[src/rtl/mem_arb_pkg.sv]
// Shared definitions for the two-port memory arbiter: FSM state encoding,
// grant-id encoding and default bus widths.
package mem_arb_pkg;

  localparam int ADDR_WIDTH_DEF = 32;
  localparam int DATA_WIDTH_DEF = 32;

  typedef enum logic [1:0] {
    IDLE    = 2'd0,
    BUSY_IF = 2'd1,
    BUSY_LS = 2'd2,
    RESP    = 2'd3
  } state_e;

  typedef enum logic {
    GNT_IF = 1'b0,
    GNT_LS = 1'b1
  } gnt_e;

endpackage

[src/rtl/arb_rr2.sv]
// Two-requester round-robin tie-breaker (purely combinational).
// Ports:
//   req[1:0]   - request vector, bit 0 = IF, bit 1 = LS
//   last_grant - requester granted most recently
//   gnt_valid  - at least one requester is asking
//   gnt_id     - selected requester
module arb_rr2
  import mem_arb_pkg::*;
(
  input  logic [1:0] req,
  input  gnt_e       last_grant,
  output logic       gnt_valid,
  output gnt_e       gnt_id
);

  always_comb begin
    gnt_valid = |req;
    gnt_id    = GNT_IF;
    if (req[0] && req[1]) begin
      // Tie: favour whoever did not win last time.
      gnt_id = (last_grant == GNT_IF) ? GNT_LS : GNT_IF;
    end else if (req[1]) begin
      gnt_id = GNT_LS;
    end
  end

endmodule

[src/rtl/mem_arbiter.sv]
// Arbitrates one memory port between an instruction-fetch (read-only) and a
// load/store requester. One access in flight at a time; each access ends
// with a one-cycle RESP state so the served requester can drop valid before
// the next arbitration.
// Ports:
//   clk, rst                       - clock, async active-high reset
//   if_valid/if_addr               - fetch request (held until if_done)
//   if_done/if_rdata               - fetch completion pulse and held data
//   ls_valid/ls_we/ls_addr/ls_wdata- load/store request (held until ls_done)
//   ls_done/ls_rdata               - load/store completion and held load data
//   mem_req/mem_we/mem_addr/mem_wdata - registered memory request
//   mem_rdata/mem_ready            - memory response
module mem_arbiter
  import mem_arb_pkg::*;
#(
  parameter int ADDR_WIDTH = ADDR_WIDTH_DEF,
  parameter int DATA_WIDTH = DATA_WIDTH_DEF
) (
  input  logic                  clk,
  input  logic                  rst,
  input  logic                  if_valid,
  input  logic [ADDR_WIDTH-1:0] if_addr,
  output logic                  if_done,
  output logic [DATA_WIDTH-1:0] if_rdata,
  input  logic                  ls_valid,
  input  logic                  ls_we,
  input  logic [ADDR_WIDTH-1:0] ls_addr,
  input  logic [DATA_WIDTH-1:0] ls_wdata,
  output logic                  ls_done,
  output logic [DATA_WIDTH-1:0] ls_rdata,
  output logic                  mem_req,
  output logic                  mem_we,
  output logic [ADDR_WIDTH-1:0] mem_addr,
  output logic [DATA_WIDTH-1:0] mem_wdata,
  input  logic [DATA_WIDTH-1:0] mem_rdata,
  input  logic                  mem_ready
);

  state_e                state_q, state_d;
  gnt_e                  last_grant_q, last_grant_d;
  logic                  mem_req_q, mem_req_d;
  logic                  mem_we_q, mem_we_d;
  logic [ADDR_WIDTH-1:0] mem_addr_q, mem_addr_d;
  logic [DATA_WIDTH-1:0] mem_wdata_q, mem_wdata_d;
  logic                  if_done_q, if_done_d;
  logic                  ls_done_q, ls_done_d;
  logic [DATA_WIDTH-1:0] if_rdata_q, if_rdata_d;
  logic [DATA_WIDTH-1:0] ls_rdata_q, ls_rdata_d;

  logic gnt_valid;
  gnt_e gnt_id;

  arb_rr2 u_arb (
    .req        ({ls_valid, if_valid}),
    .last_grant (last_grant_q),
    .gnt_valid  (gnt_valid),
    .gnt_id     (gnt_id)
  );

  always_comb begin
    state_d      = state_q;
    last_grant_d = last_grant_q;
    mem_req_d    = mem_req_q;
    mem_we_d     = mem_we_q;
    mem_addr_d   = mem_addr_q;
    mem_wdata_d  = mem_wdata_q;
    if_rdata_d   = if_rdata_q;
    ls_rdata_d   = ls_rdata_q;
    if_done_d    = 1'b0;
    ls_done_d    = 1'b0;
    case (state_q)
      IDLE: begin
        if (gnt_valid) begin
          mem_req_d    = 1'b1;
          last_grant_d = gnt_id;
          if (gnt_id == GNT_LS) begin
            state_d     = BUSY_LS;
            mem_we_d    = ls_we;
            mem_addr_d  = ls_addr;
            mem_wdata_d = ls_wdata;
          end else begin
            // Fetch: write data is left as-is, it is don't-care on reads.
            state_d    = BUSY_IF;
            mem_we_d   = 1'b0;
            mem_addr_d = if_addr;
          end
        end
      end
      BUSY_IF: begin
        if (mem_ready) begin
          state_d    = RESP;
          mem_req_d  = 1'b0;
          mem_we_d   = 1'b0;
          if_rdata_d = mem_rdata;
          if_done_d  = 1'b1;
        end
      end
      BUSY_LS: begin
        if (mem_ready) begin
          state_d   = RESP;
          mem_req_d = 1'b0;
          mem_we_d  = 1'b0;
          if (!mem_we_q) ls_rdata_d = mem_rdata;
          ls_done_d = 1'b1;
        end
      end
      default: state_d = IDLE;  // RESP: never grants, lets valid drop
    endcase
  end

  always_ff @(posedge clk or posedge rst) begin
    if (rst) begin
      state_q      <= IDLE;
      last_grant_q <= GNT_LS;
      mem_req_q    <= 1'b0;
      mem_we_q     <= 1'b0;
      mem_addr_q   <= '0;
      mem_wdata_q  <= '0;
      if_done_q    <= 1'b0;
      ls_done_q    <= 1'b0;
      if_rdata_q   <= '0;
      ls_rdata_q   <= '0;
    end else begin
      state_q      <= state_d;
      last_grant_q <= last_grant_d;
      mem_req_q    <= mem_req_d;
      mem_we_q     <= mem_we_d;
      mem_addr_q   <= mem_addr_d;
      mem_wdata_q  <= mem_wdata_d;
      if_done_q    <= if_done_d;
      ls_done_q    <= ls_done_d;
      if_rdata_q   <= if_rdata_d;
      ls_rdata_q   <= ls_rdata_d;
    end
  end

  assign mem_req   = mem_req_q;
  assign mem_we    = mem_we_q;
  assign mem_addr  = mem_addr_q;
  assign mem_wdata = mem_wdata_q;
  assign if_done   = if_done_q;
  assign ls_done   = ls_done_q;
  assign if_rdata  = if_rdata_q;
  assign ls_rdata  = ls_rdata_q;

endmodule

[config.mk]
export PLATFORM = sky130hd
export DESIGN_NAME = mem_arbiter
export DESIGN_NICKNAME = d
export VERILOG_FILES = /design/src/rtl/mem_arb_pkg.sv /design/src/rtl/arb_rr2.sv /design/src/rtl/mem_arbiter.sv
export SDC_FILE = /design/constraint.sdc
export NUM_CORES = 1
export LEC_CHECK = 0
export ABC_AREA = 1
export CAP_MARGIN = 20
export CORE_AREA = 3 3 128 130
export DETAILED_ROUTE_END_ITERATION = 8
export DIE_AREA = 0 0 131 133
export PLACE_DENSITY = 0.84
export SYNTH_ARGS = -nofsm -noshare
export SYNTH_HDL_FRONTEND = slang
export SYNTH_HIERARCHICAL = 1
export SYNTH_SLANG_ARGS = --single-unit
[constraint.sdc]
create_clock -name clk -period 4.6 [get_ports clk]
set_input_delay 0.69 -clock clk [delete_from_list [all_inputs] [get_ports clk]]
set_output_delay 0.69 -clock clk [all_outputs]
set_load 0.02 [all_outputs]
; Word level (Yosys, flattened, before mapping)
; Cells that the tools add are included.
; Widths: inputs -> output; s select.
[op_classes]
eq_ne = 4
mux = 17
n_bitwise = 1
reduce_logical = 11
[op_table]
columns = cell, count
row1 = $mux 32, 1
row2 = $mux 1, 10
row3 = $reduce_and 3->1, 3
row4 = $mux 2, 3
row5 = $reduce_and 2->1, 3
row6 = $pmux 1 s2, 2
row7 = $pmux 2 s2, 1
row8 = $reduce_or 2->1, 2
row9 = $eq 2x1->1 const B, 1
row10 = $eq 2x2->1 const B, 1
row11 = $logic_not 2->1, 1
row12 = $ne 2x1->1 const B, 1
row13 = $ne 2x2->1 const B, 1
row14 = $reduce_bool 2->1, 1
row15 = $logic_and 1x1->1, 1
row16 = $not 1->1, 1
[totals]
register_bits = 135
in_bits = 134
elab_cells = 43

; Logic depth before layout (Yosys ltp)
; Gate-level depths: netlist of the first run.
[depth]
word_depth = 5
ltp_mapped = 8

; Modules after synthesis
; The synthesis of the first run kept the hierarchy.
[by_module_without_submodules]
columns = module, instances, cells_per_inst, area_per_inst_um2, seq_area_each_um2
row1 = mem_arbiter, 1, 598, 5760.5, 3379.5
row2 = arb_rr2, 1, 3, 15.0, 0.0

; Worst setup path before layout of the first run
; Ideal clock, no wire load.
[synth_path]
path_kind = input to register
start = in ls_valid
end = reg mem_addr_q[19] (netlist: mem_addr[19])
setup_ns = 0.120
arrival_time_ns = 1.465
setup_slack_ns = 3.015
cell_stages = 6
path_buffers = 1
path_cell_list = or2_1 > nand2_4 > inv_6 > buf_12 > nor2_1 > a21oi_2
[synth_between]
elab_chain_cells = 3
word_cells_on_any_way = 6
cone_classes = mux (3) / reduce/logical (3)
[synth_rtl]
columns = item, line_no
row1 = "start, declared", mem_arbiter.sv:25  ; input logic ls_valid,
row2 = $mux 1 or $logic_and 1x1->1 (tied branches), "arb_rr2.sv:22, arb_rr2.sv:19"
row3 = $mux 1, arb_rr2.sv:19  ; if (req[0] && req[1]) begin
row4 = $mux 32, mem_arbiter.sv:76  ; if (gnt_id == GNT_LS) begin
row5 = "end signal, assigned", mem_arbiter.sv:128  ; mem_addr_q <= mem_addr_d;
row6 = "end, declared", mem_arbiter.sv:43  ; logic [ADDR_WIDTH-1:0] mem_addr_q, mem_addr_d;
; Parallel ways exist; a longest one is shown, timed or not.
; A chain may end at the register's enable or synchronous reset.

; Final worst setup path of the first run
[layout_path]
start = in ls_valid
end = reg mem_wdata_q[15] (netlist: mem_wdata[15])
[layout_between]
elab_chain_cells = 3
word_cells_on_any_way = 5
cone_classes = mux (2) / reduce/logical (3)
[layout_rtl]
columns = item, line_no
row1 = $mux 1 or $logic_and 1x1->1 (tied branches), "arb_rr2.sv:22, arb_rr2.sv:19"
row2 = $mux 1 *, arb_rr2.sv:19
row3 = net gnt_id, mem_arbiter.sv:51  ; gnt_e gnt_id;
row4 = $reduce_and 3->1 (no line) *, n/a
row5 = "end signal, assigned", mem_arbiter.sv:129  ; mem_wdata_q <= mem_wdata_d;
row6 = "end, declared", mem_arbiter.sv:44  ; logic [DATA_WIDTH-1:0] mem_wdata_q, mem_wdata_d;
; The timed path passes the listed nets; every way through them passes the cells marked *.

==> reports/results.env, run 1 <==
DRT_DRC_VIOLATIONS_LEFT=0
CAP_VIOL_MAX_COUNT=0
ANTENNA_FOUND_INITIAL=0
NETLIST_AREA_UM2=5780
SYNTH.AREA.MUX_SHARE_PCT=0
POSTLAYOUTCOREUTIL_PCT=60.0
CTS_TREE='yes'
SYNTH-COMPOUND-AREA-SHARE_PCT=17.7
WORST_R2R_PATH_DEPTH=4
CRIT_TYPE='in2reg'
R2R-END='mem_wdata[15]'
SYNTHESIS.NETS=740
START_UTIL_PCT=37.9
POSTCTSSETUPBUFFERS=0
WORST_SKEW_PAIR_LATER_PIN_LATENCY_NS=0.41
YOSYS.AREA_SHARE.XOR_XNOR_PCT=0
SYNTH.DISTINCT_CELLS=25
IOS=266
ROUTABILITYCONGESTION=0.793
DRTITER0DRC=152
DETAILEDROUTE.FIRSTPASSITERATIONCOUNT=4
PLACEMENTROWS=45
DESIGN.CORE.AREA_UM2=15300
NUMBER_OF_STORAGE_ELEMENTS_IN_THE_SYNTHESIS_NETLIST=135
ROUTE.DETAILED.WL_PER_INST_UM=14.4
WORST_SETUP_PATH_ENDPOINT='mem_wdata[15]'
PLACE_WORST_SETUP_SLACK_NS=1.80
LAYOUT-DRIVE-GT1-SHARE_PCT=11.6
SYNTH_EDF_COUNT=0
CTS_MAX_PATH_BUFFERS=2
MAX_FREQ_MHz=426
POWER.SHARE.SWITCHING_PCT=38.0
RUN_STATUS='completed'
TOTAL_LEAKAGE_POWER_nW=4.17
HOLD_PATH.CLASS='reg2reg'
INTPOWER_W=0.00414
VIA_COUNT=4841
FIN_CELLS=1082
PLACED_CELLS=1049
MAXIMUM_NUMBER_OF_PINS_ON_ONE_NET_BEFORE_GLOBAL_ROUTE_REPAIR=105
CELLPOWERDENSITY_nW_PER_UM2=730
CLOCK-SINKS=135
GRT_FIRST_PASS_WIRELENGTH_MM=24.3
PEAKVDDDROP_mV=0.305
WORST_PIN_SLEW_NS=0.960
WORSTPATHCELLLIST='clkdlybuf4s50_1 -> inv_1 -> a21oi_4 -> nand3_4 -> nand2_1 -> o21ai_2'
SETUP-TNS-FINAL_NS=0
SYNTHTOPCELLSBYAREA='sky130_fd_sc_hd__dfrtp_1 58%, sky130_fd_sc_hd__nand2_1 9.6%, sky130_fd_sc_hd__a21oi_2 6.2%, sky130_fd_sc_hd__inv_1 4.9%, sky130_fd_sc_hd__o21ai_1 4.5%'
SETUP-VIOLATIONS-FINAL=0
FIRST_GLOBAL_VIAS=4766
TIMING.CRITICAL_PATH.FROM_TYPE='primary input'
WORST_R2R_STARTPOINT='last_grant_q'
SWITCHING_PWR_W=0.00254
NETLIST_TOP_CELLS_COUNT='147 x sky130_fd_sc_hd__nand2_1, 134 x sky130_fd_sc_hd__dfrtp_1, 75 x sky130_fd_sc_hd__inv_1'
SYNTH_FLOP_CELL='sky130_fd_sc_hd__dfrtp_1'
TOTALWIRELENGTH_MM=15.5
POST_CTS_RESIZE_COUNT=0
LAYOUT_WORST_PATH_CYCLE_SHARE_PCT=51.1
CRITPATHTOPFAMILY='simple AND/OR/NAND/NOR gates'
CP_SLOWEST_CELL='sky130_fd_sc_hd__nand3_4'
WORST_EP_ARRIVAL_TIME_NS=2.61
DP_HPWL_MM=11.2
FINALMAXSLEWVIOLATIONS=0
CLKPWRFRAC_PCT=22.2
YOSYSTOPAREACELLSHARE_PCT=58.1
FF2FF_SETUP_SLACK_NS=2.67
CTS_BUFFERS=17
DIE-HEIGHT_UM=133
GRT.OVERFLOW.TOTAL=0
YOSYSMOSTFREQUENTCELL='sky130_fd_sc_hd__nand2_1'
GLOBALROUTETOTALUTIL_PCT=17.7
TIMING.CRITICAL_PATH.DEPTH=6
POSTCTSHOLDBUFS=0
POST_SYNTH_AND_OR_NAND_NOR_AREA_FRACTION_PCT=12.9
FINISH.NET_COUNT=997
SKEW_NS=0.00872
YOSYSWARNINGS=6
CRITICAL_PATH_RT_NS=4.86
DIEWIDTH_UM=131
CRITICAL_PATH.MAX_STAGE_DELAY_NS=0.64
LARGEST_FAMILY_OF_LOGIC_CELLS_BY_SYNTHESIZED_AREA='compound AO/OA/AOI/OAI gates'
POST_DRT_VIA_CELL_RATIO=4.47
YOSYS.AREA_SHARE.ADDER_PCT=1.08
COMB_POWER_SHARE_PCT=46.9
HOLD_DEPTH=2
TMIN_FINAL_NS=2.35
POSTSYNTH.ASYNCRESETSHARE_PCT=100
FINALHOLDVIOLCOUNT=0
SYNTH.LARGEST_AREA_CELL='sky130_fd_sc_hd__dfrtp_1'
SETUP.WORST_PATH.START='ls_valid'
CTS_ROOT_BUFFER='sky130_fd_sc_hd__clkbuf_16'
NUM_ANTENNA_CELLS=0
SYNTH_SEQUENTIAL_AREA_RATIO_PCT=58.5
GRT_SETUP_UNREPAIRED='false'
CTS.HTREE.LEVELS=4
PORT_BUFFERS=265
SYN_INST=601
AREA_GROWTH_PCT=58.5
CLOCK_SLEW_AT_THE_REGISTER_CLOCK_PINS_OF_THE_WORST_SETUP_AND_HOLD_PATHS_NS=0.05
END_KIND='register'
PWR-SHARE-SEQ_PCT=30.9
WORST-PATH-BUF-INV=2
POSTSYNTHAREAPERCELL_UM2=9.61
SLEW-LIMIT-HEADROOM_PCT=36.0
POSTLAYOUTSETUPSLACKWORST_NS=2.25
DRTANTENNAVIOLNETS=0
CP_MAX_FO=64
DIE_AREA_UM2=17400
-- cell type report --
class / instances / area [um^2]
Clock inverter: 14 / 223
Multi-Input combinational cell: 357 / 1840
Clock buffer: 18 / 429
Tap cell: 211 / 264
Fill cell: 1259 / 6100
Sequential cell: 135 / 3380
Timing Repair Buffer: 270 / 2720
Inverter: 77 / 302
-- worst reg2reg max path, delay by kind of cell, from the launching register on --
family             cells  cell delay, ns
and+or+nand+nor        2            0.94
AOI/OAI and AO/OA      2            0.47
DFF                    1            0.39
-- state kept, by name, summed over array words and instances (netlist names) --
name and cells:
state_q 2, if_rdata 32, mem_we 1, mem_addr 32
ls_rdata 32, ls_done 1, mem_req 1, last_grant_q 1
if_done 1, mem_wdata 32
-- routing by layer --
metal / vias up / share of wire, % / track usage, %
li1: 2403 / - / -
met1: 2220 / 41 / 20.8
met2: 196 / 49 / 29.4
met3: 22 / 9.1 / 6.70
met4: 0 / 1.6 / 6.06
met5: - / 0 / 0
-- metrics by stage --
stage	hold slack, ns	total power (W)	area [um^2]
2_1_floorplan	0.450	0.00382	5780
3_3_place_gp	0.460	0.00514	8460
3_5_place_dp	0.470	0.00523	8480
4_1_cts	0.485	0.00675	9140
5_1_grt	0.508	0.00710	9160
6_report	0.483	0.00668	9160
-- power groups by stage --
stage,clock (W),sequential (W),combinational [W]
2_1_floorplan,0,0.00271,0.00111
3_3_place_gp,0,0.00205,0.00309
3_5_place_dp,0,0.00208,0.00315
4_1_cts,0.00152,0.00207,0.00317
5_1_grt,0.00157,0.00213,0.00339
6_report,0.00149,0.00206,0.00313
-- how the worst min path moves through the flow --
stage	startpoint	end	slack, ns
5_1_grt	if_rdata[22]	if_rdata[22]	0.51
2_1_floorplan	last_grant_q	last_grant_q	0.45
3_3_place_gp	mem_req	mem_req	0.46
6_report	mem_wdata[16]	mem_wdata[16]	0.48
4_1_cts	ls_rdata[29]	ls_rdata[29]	0.48
3_5_place_dp	ls_rdata[29]	ls_rdata[29]	0.47
-- layout by cell type (no fill, tap or decap), types with 5 or more instances in the layout --
| cell | Yosys | routed |
|---|---|---|
| sky130_fd_sc_hd__a21oi_1 | 25 | 24 |
| sky130_fd_sc_hd__o21ai_1 | 52 | 52 |
| sky130_fd_sc_hd__o21ai_2 | 13 | 13 |
| sky130_fd_sc_hd__dfrtp_1 | 134 | 134 |
| sky130_fd_sc_hd__nand2_1 | 147 | 146 |
| sky130_fd_sc_hd__o21ai_0 | 33 | 33 |
| sky130_fd_sc_hd__nor2_1 | 31 | 31 |
| sky130_fd_sc_hd__inv_1 | 75 | 74 |
| sky130_fd_sc_hd__ha_1 | 5 | 5 |
| sky130_fd_sc_hd__clkdlybuf4s50_1 | 0 | 265 |
| sky130_fd_sc_hd__clkbuf_16 | 0 | 17 |
| sky130_fd_sc_hd__bufinv_16 | 0 | 5 |
| sky130_fd_sc_hd__a21oi_2 | 41 | 41 |
-- cell families (layout without fill, tap and decap cells) --
family / count (synthesis) / count (layout)
adder cells (fa/ha/maj): 5 / 5
flip-flops: 135 / 135
AO/OA/AOI/OAI: 164 / 164
buffers and inverters: 109 / 379
AND/OR/NAND/NOR: 188 / 188
(Power assumes the default switching activity.)
==> run 2: changes to the inputs <==
--- a/config.mk
+++ b/config.mk
@@ -7,10 +7,10 @@
 export LEC_CHECK = 0
 export ABC_AREA = 1
 export CAP_MARGIN = 20
-export CORE_AREA = 3 3 128 130
+export CORE_AREA = 3 3 122 124
 export DETAILED_ROUTE_END_ITERATION = 8
-export DIE_AREA = 0 0 131 133
-export PLACE_DENSITY = 0.84
+export DIE_AREA = 0 0 125 127
+export PLACE_DENSITY = 0.88
 export SYNTH_ARGS = -nofsm -noshare
 export SYNTH_HDL_FRONTEND = slang
 export SYNTH_HIERARCHICAL = 1
==> constraint.sdc (replaced) <==
create_clock -name clk -period 2.35 [get_ports clk]
set_input_delay 0.3525 -clock clk [delete_from_list [all_inputs] [get_ports clk]]
set_output_delay 0.3525 -clock clk [all_outputs]
set_load 0.02 [all_outputs]
==> reports/results.env, run 2 (synthesis gave the netlist of run 1 again) <==
NFILLCELLS=1060  # -16%
CRITPATHTOPFAMILY='buffers and inverters'
MULTI_INPUT_COMBINATIONAL_CELL_AREA_UM2=1840  # unchanged
POST_CTS_RESIZE_COUNT=0  # unchanged
FINISH.INSTANCE_AREA_UM2=9280  # +1.4%
NUM_ANTENNA_CELLS=0  # unchanged
CAP_VIOL_MAX_COUNT=0  # unchanged
CTS_TREE='yes'
TOTAL_LEAKAGE_POWER_nW=4.26  # +2.0%
ROUTABILITYCONGESTION=0.822  # +3.6%
AREA_GROWTH_PCT=60.7
DRT_DRC_VIOLATIONS_LEFT=0  # unchanged
SWITCHING_PWR_W=0.00496  # +95%
START_UTIL_PCT=41.6  # +3.8 points
CRITICAL_PATH_RT_NS=2.00  # -2.86 ns
WORST_R2R_PATH_DEPTH=6  # +2
SLEW-LIMIT-HEADROOM_PCT=61.0  # +25 points
CTS_MAX_PATH_BUFFERS=2  # unchanged
GRT_SETUP_UNREPAIRED='false'
DP_HPWL_MM=11.1  # -0.82%
WORST_R2R_STARTPOINT='state_q[0]'
CELLPOWERDENSITY_nW_PER_UM2=1470  # +100%
CP_MAX_FO=2  # -97%
FINISH.NET_COUNT=1000  # +0.30%
HOLD_PATH.CLASS='in2async'
CTS_BUFFERS=17  # unchanged
FF2FF_SETUP_SLACK_NS=0.64  # -2.03 ns
POSTCTSSETUPBUFFERS=0  # unchanged
TOTALWIRELENGTH_MM=15.6  # about the same
ROUTE.DETAILED.WL_PER_INST_UM=14.8  # +2.7%
WORSTPATHCELLLIST='clkdlybuf4s50_1'
FINALMAXSLEWVIOLATIONS=0  # unchanged
CTS_ROOT_BUFFER='sky130_fd_sc_hd__clkbuf_16'
CLKPWRFRAC_PCT=24.9  # +2.7 points
LAYOUT_WORST_PATH_CYCLE_SHARE_PCT=76.1
SETUP.WORST_PATH.START='mem_addr[9]'
GLOBALROUTETOTALUTIL_PCT=20.0  # +2.3 points
DIE-HEIGHT_UM=127  # -4.5%
LAYOUT.AREA.SEQ_UM2=3380  # unchanged
CLOCK_SLEW_AT_THE_REGISTER_CLOCK_PINS_OF_THE_WORST_SETUP_AND_HOLD_PATHS_NS=0.05  # about the same
GRT_FIRST_PASS_WIRELENGTH_MM=25.3  # +4.4%
WORST_SKEW_PAIR_LATER_PIN_LATENCY_NS=0.41  # about the same
MAX_FREQ_MHz=559
TMIN_FINAL_NS=1.79
GRT.OVERFLOW.TOTAL=0  # unchanged
CRITICAL_PATH.MAX_STAGE_DELAY_NS=0.63  # about the same
CTS.HTREE.LEVELS=4  # unchanged
SKEW_NS=0.00879  # +0.0000657 ns
DESIGN.CORE.AREA_UM2=13900  # -9.0%
TIMING.CRITICAL_PATH.FROM_TYPE='register'
POST_DRT_VIA_CELL_RATIO=4.72  # +5.4%
DETAILEDROUTE.FIRSTPASSITERATIONCOUNT=4  # unchanged
DRTANTENNAVIOLNETS=0  # unchanged
PORT_BUFFERS=265  # unchanged
DIEWIDTH_UM=125  # -4.6%
CLOCK-SINKS=135  # unchanged
LAYOUT.CELLS.MOST_COMMON_LIST='265 x sky130_fd_sc_hd__clkdlybuf4s50_1, 146 x sky130_fd_sc_hd__nand2_1, 134 x sky130_fd_sc_hd__dfrtp_1'
POWER.SHARE.SWITCHING_PCT=36.4  # -1.6 points
FIRST_GLOBAL_VIAS=5033  # +5.6%
PLACEMENTROWS=43  # -4.4%
R2R-END='mem_addr[29]'
VIA_COUNT=4972  # +2.7%
POSTCTSHOLDBUFS=0  # unchanged
SETUP-VIOLATIONS-FINAL=0  # unchanged
IOS=266  # unchanged
LAYOUT_COMMONEST_CELL='sky130_fd_sc_hd__clkdlybuf4s50_1'
MAXIMUM_NUMBER_OF_PINS_ON_ONE_NET_BEFORE_GLOBAL_ROUTE_REPAIR=90  # -14%
FINALHOLDVIOLCOUNT=0  # unchanged
LAYOUT-DRIVE-GT1-SHARE_PCT=12.0  # +0.42 points
END_KIND='output port'
WORST-PATH-BUF-INV=1  # -1
RUN_STATUS='completed'
PWR-SHARE-SEQ_PCT=29.7  # -1.2 points
INTPOWER_W=0.00868  # +110%
PLACED_AREA_UM2=8510  # +0.32%
DIE_AREA_UM2=15900  # -8.9%
TIMING.CRITICAL_PATH.DEPTH=1  # -5
WORST_PIN_SLEW_NS=0.585  # -0.375 ns
PEAKVDDDROP_mV=0.709  # +130%
CP_SLOWEST_CELL='sky130_fd_sc_hd__clkdlybuf4s50_1'
CRIT_TYPE='reg2out'
COMB_POWER_SHARE_PCT=45.4  # -1.5 points
ANTENNA_FOUND_INITIAL=0  # unchanged
WORST_EP_ARRIVAL_TIME_NS=1.44  # -1.17 ns
WORST_SETUP_PATH_ENDPOINT='mem_addr[9]'
DRTITER0DRC=277  # +82%
SETUP-TNS-FINAL_NS=0  # unchanged
==> run 2: cell count changes in the layout (fill, tap and decap cells not counted), sizes merged <==
cell      previous run  this run
bufinv               5         9
clkinv               5         1
buf                  5         8
clkbuf              18        21
inv                 79        77
clkinvlp             2         1
==> run 2: worst reg2reg max path, delay by kind of cell, from the launching register on <==
family	cells	cell delay (ns)
compound gates	1	0.14
flops	1	0.42
simple gates	2	0.34
fa+ha+maj	1	0.28
buf+inv	2	0.45
==> run 2: how the worst min path moves through the flow <==
stage                       startpoint      endpoint  slack, ns  cells past startpoint
after global routing               rst   ls_rdata[6]       0.48                      3
after CTS                  ls_wdata[8]  mem_wdata[8]       0.46                      3
after global placement         mem_req       mem_req       0.46                      2
after floorplan           last_grant_q  last_grant_q       0.45                      2
after detailed placement       mem_req       mem_req       0.46                      2
final                              rst   ls_rdata[6]       0.45                      3
==> run 2: power by group through the flow <==
stage / Combinational (W) / Sequential [W] / Clock, W
floorplan: 0.00218 / 0.00531 / 0
global placement: 0.00609 / 0.00402 / 0
detailed placement: 0.00621 / 0.00407 / 0
CTS: 0.00627 / 0.00405 / 0.00346
global route: 0.00667 / 0.00419 / 0.00359
finish: 0.00619 / 0.00405 / 0.00340
==> run 2: layer usage <==
metal  share of wire, %  vias to the layer above  GRT usage, %
met1                 39                     2282          23.0
met2                 48                      230          33.0
met3                9.8                       36          8.07
met5                  0                        -             0
met4                3.2                        0          9.06
li1                   -                     2424             -
==> run 2: layout make-up <==
cell class,instances,area share (%)
Clock buffer,21,5.18
Clock inverter,11,3.10
Inverter,77,3.24
Multi-Input combinational cell,357,19.9
Sequential cell,135,36.4
Tap cell,180,2.43
Timing Repair Buffer,273,29.8
==> run 2: through the flow <==
stage	hold WS [ns]	total power [W]	setup slack (ns)	instances	utilization (%)
global placement	0.459	0.0101	0.376	1022	61.3
finish	0.449	0.0136	0.561	1054	66.8
floorplan	0.450	0.00749	0.319	601	-
CTS	0.462	0.0138	0.529	1054	66.8
global route	0.475	0.0144	0.507	1054	66.8
detailed placement	0.465	0.0103	0.332	1022	61.3
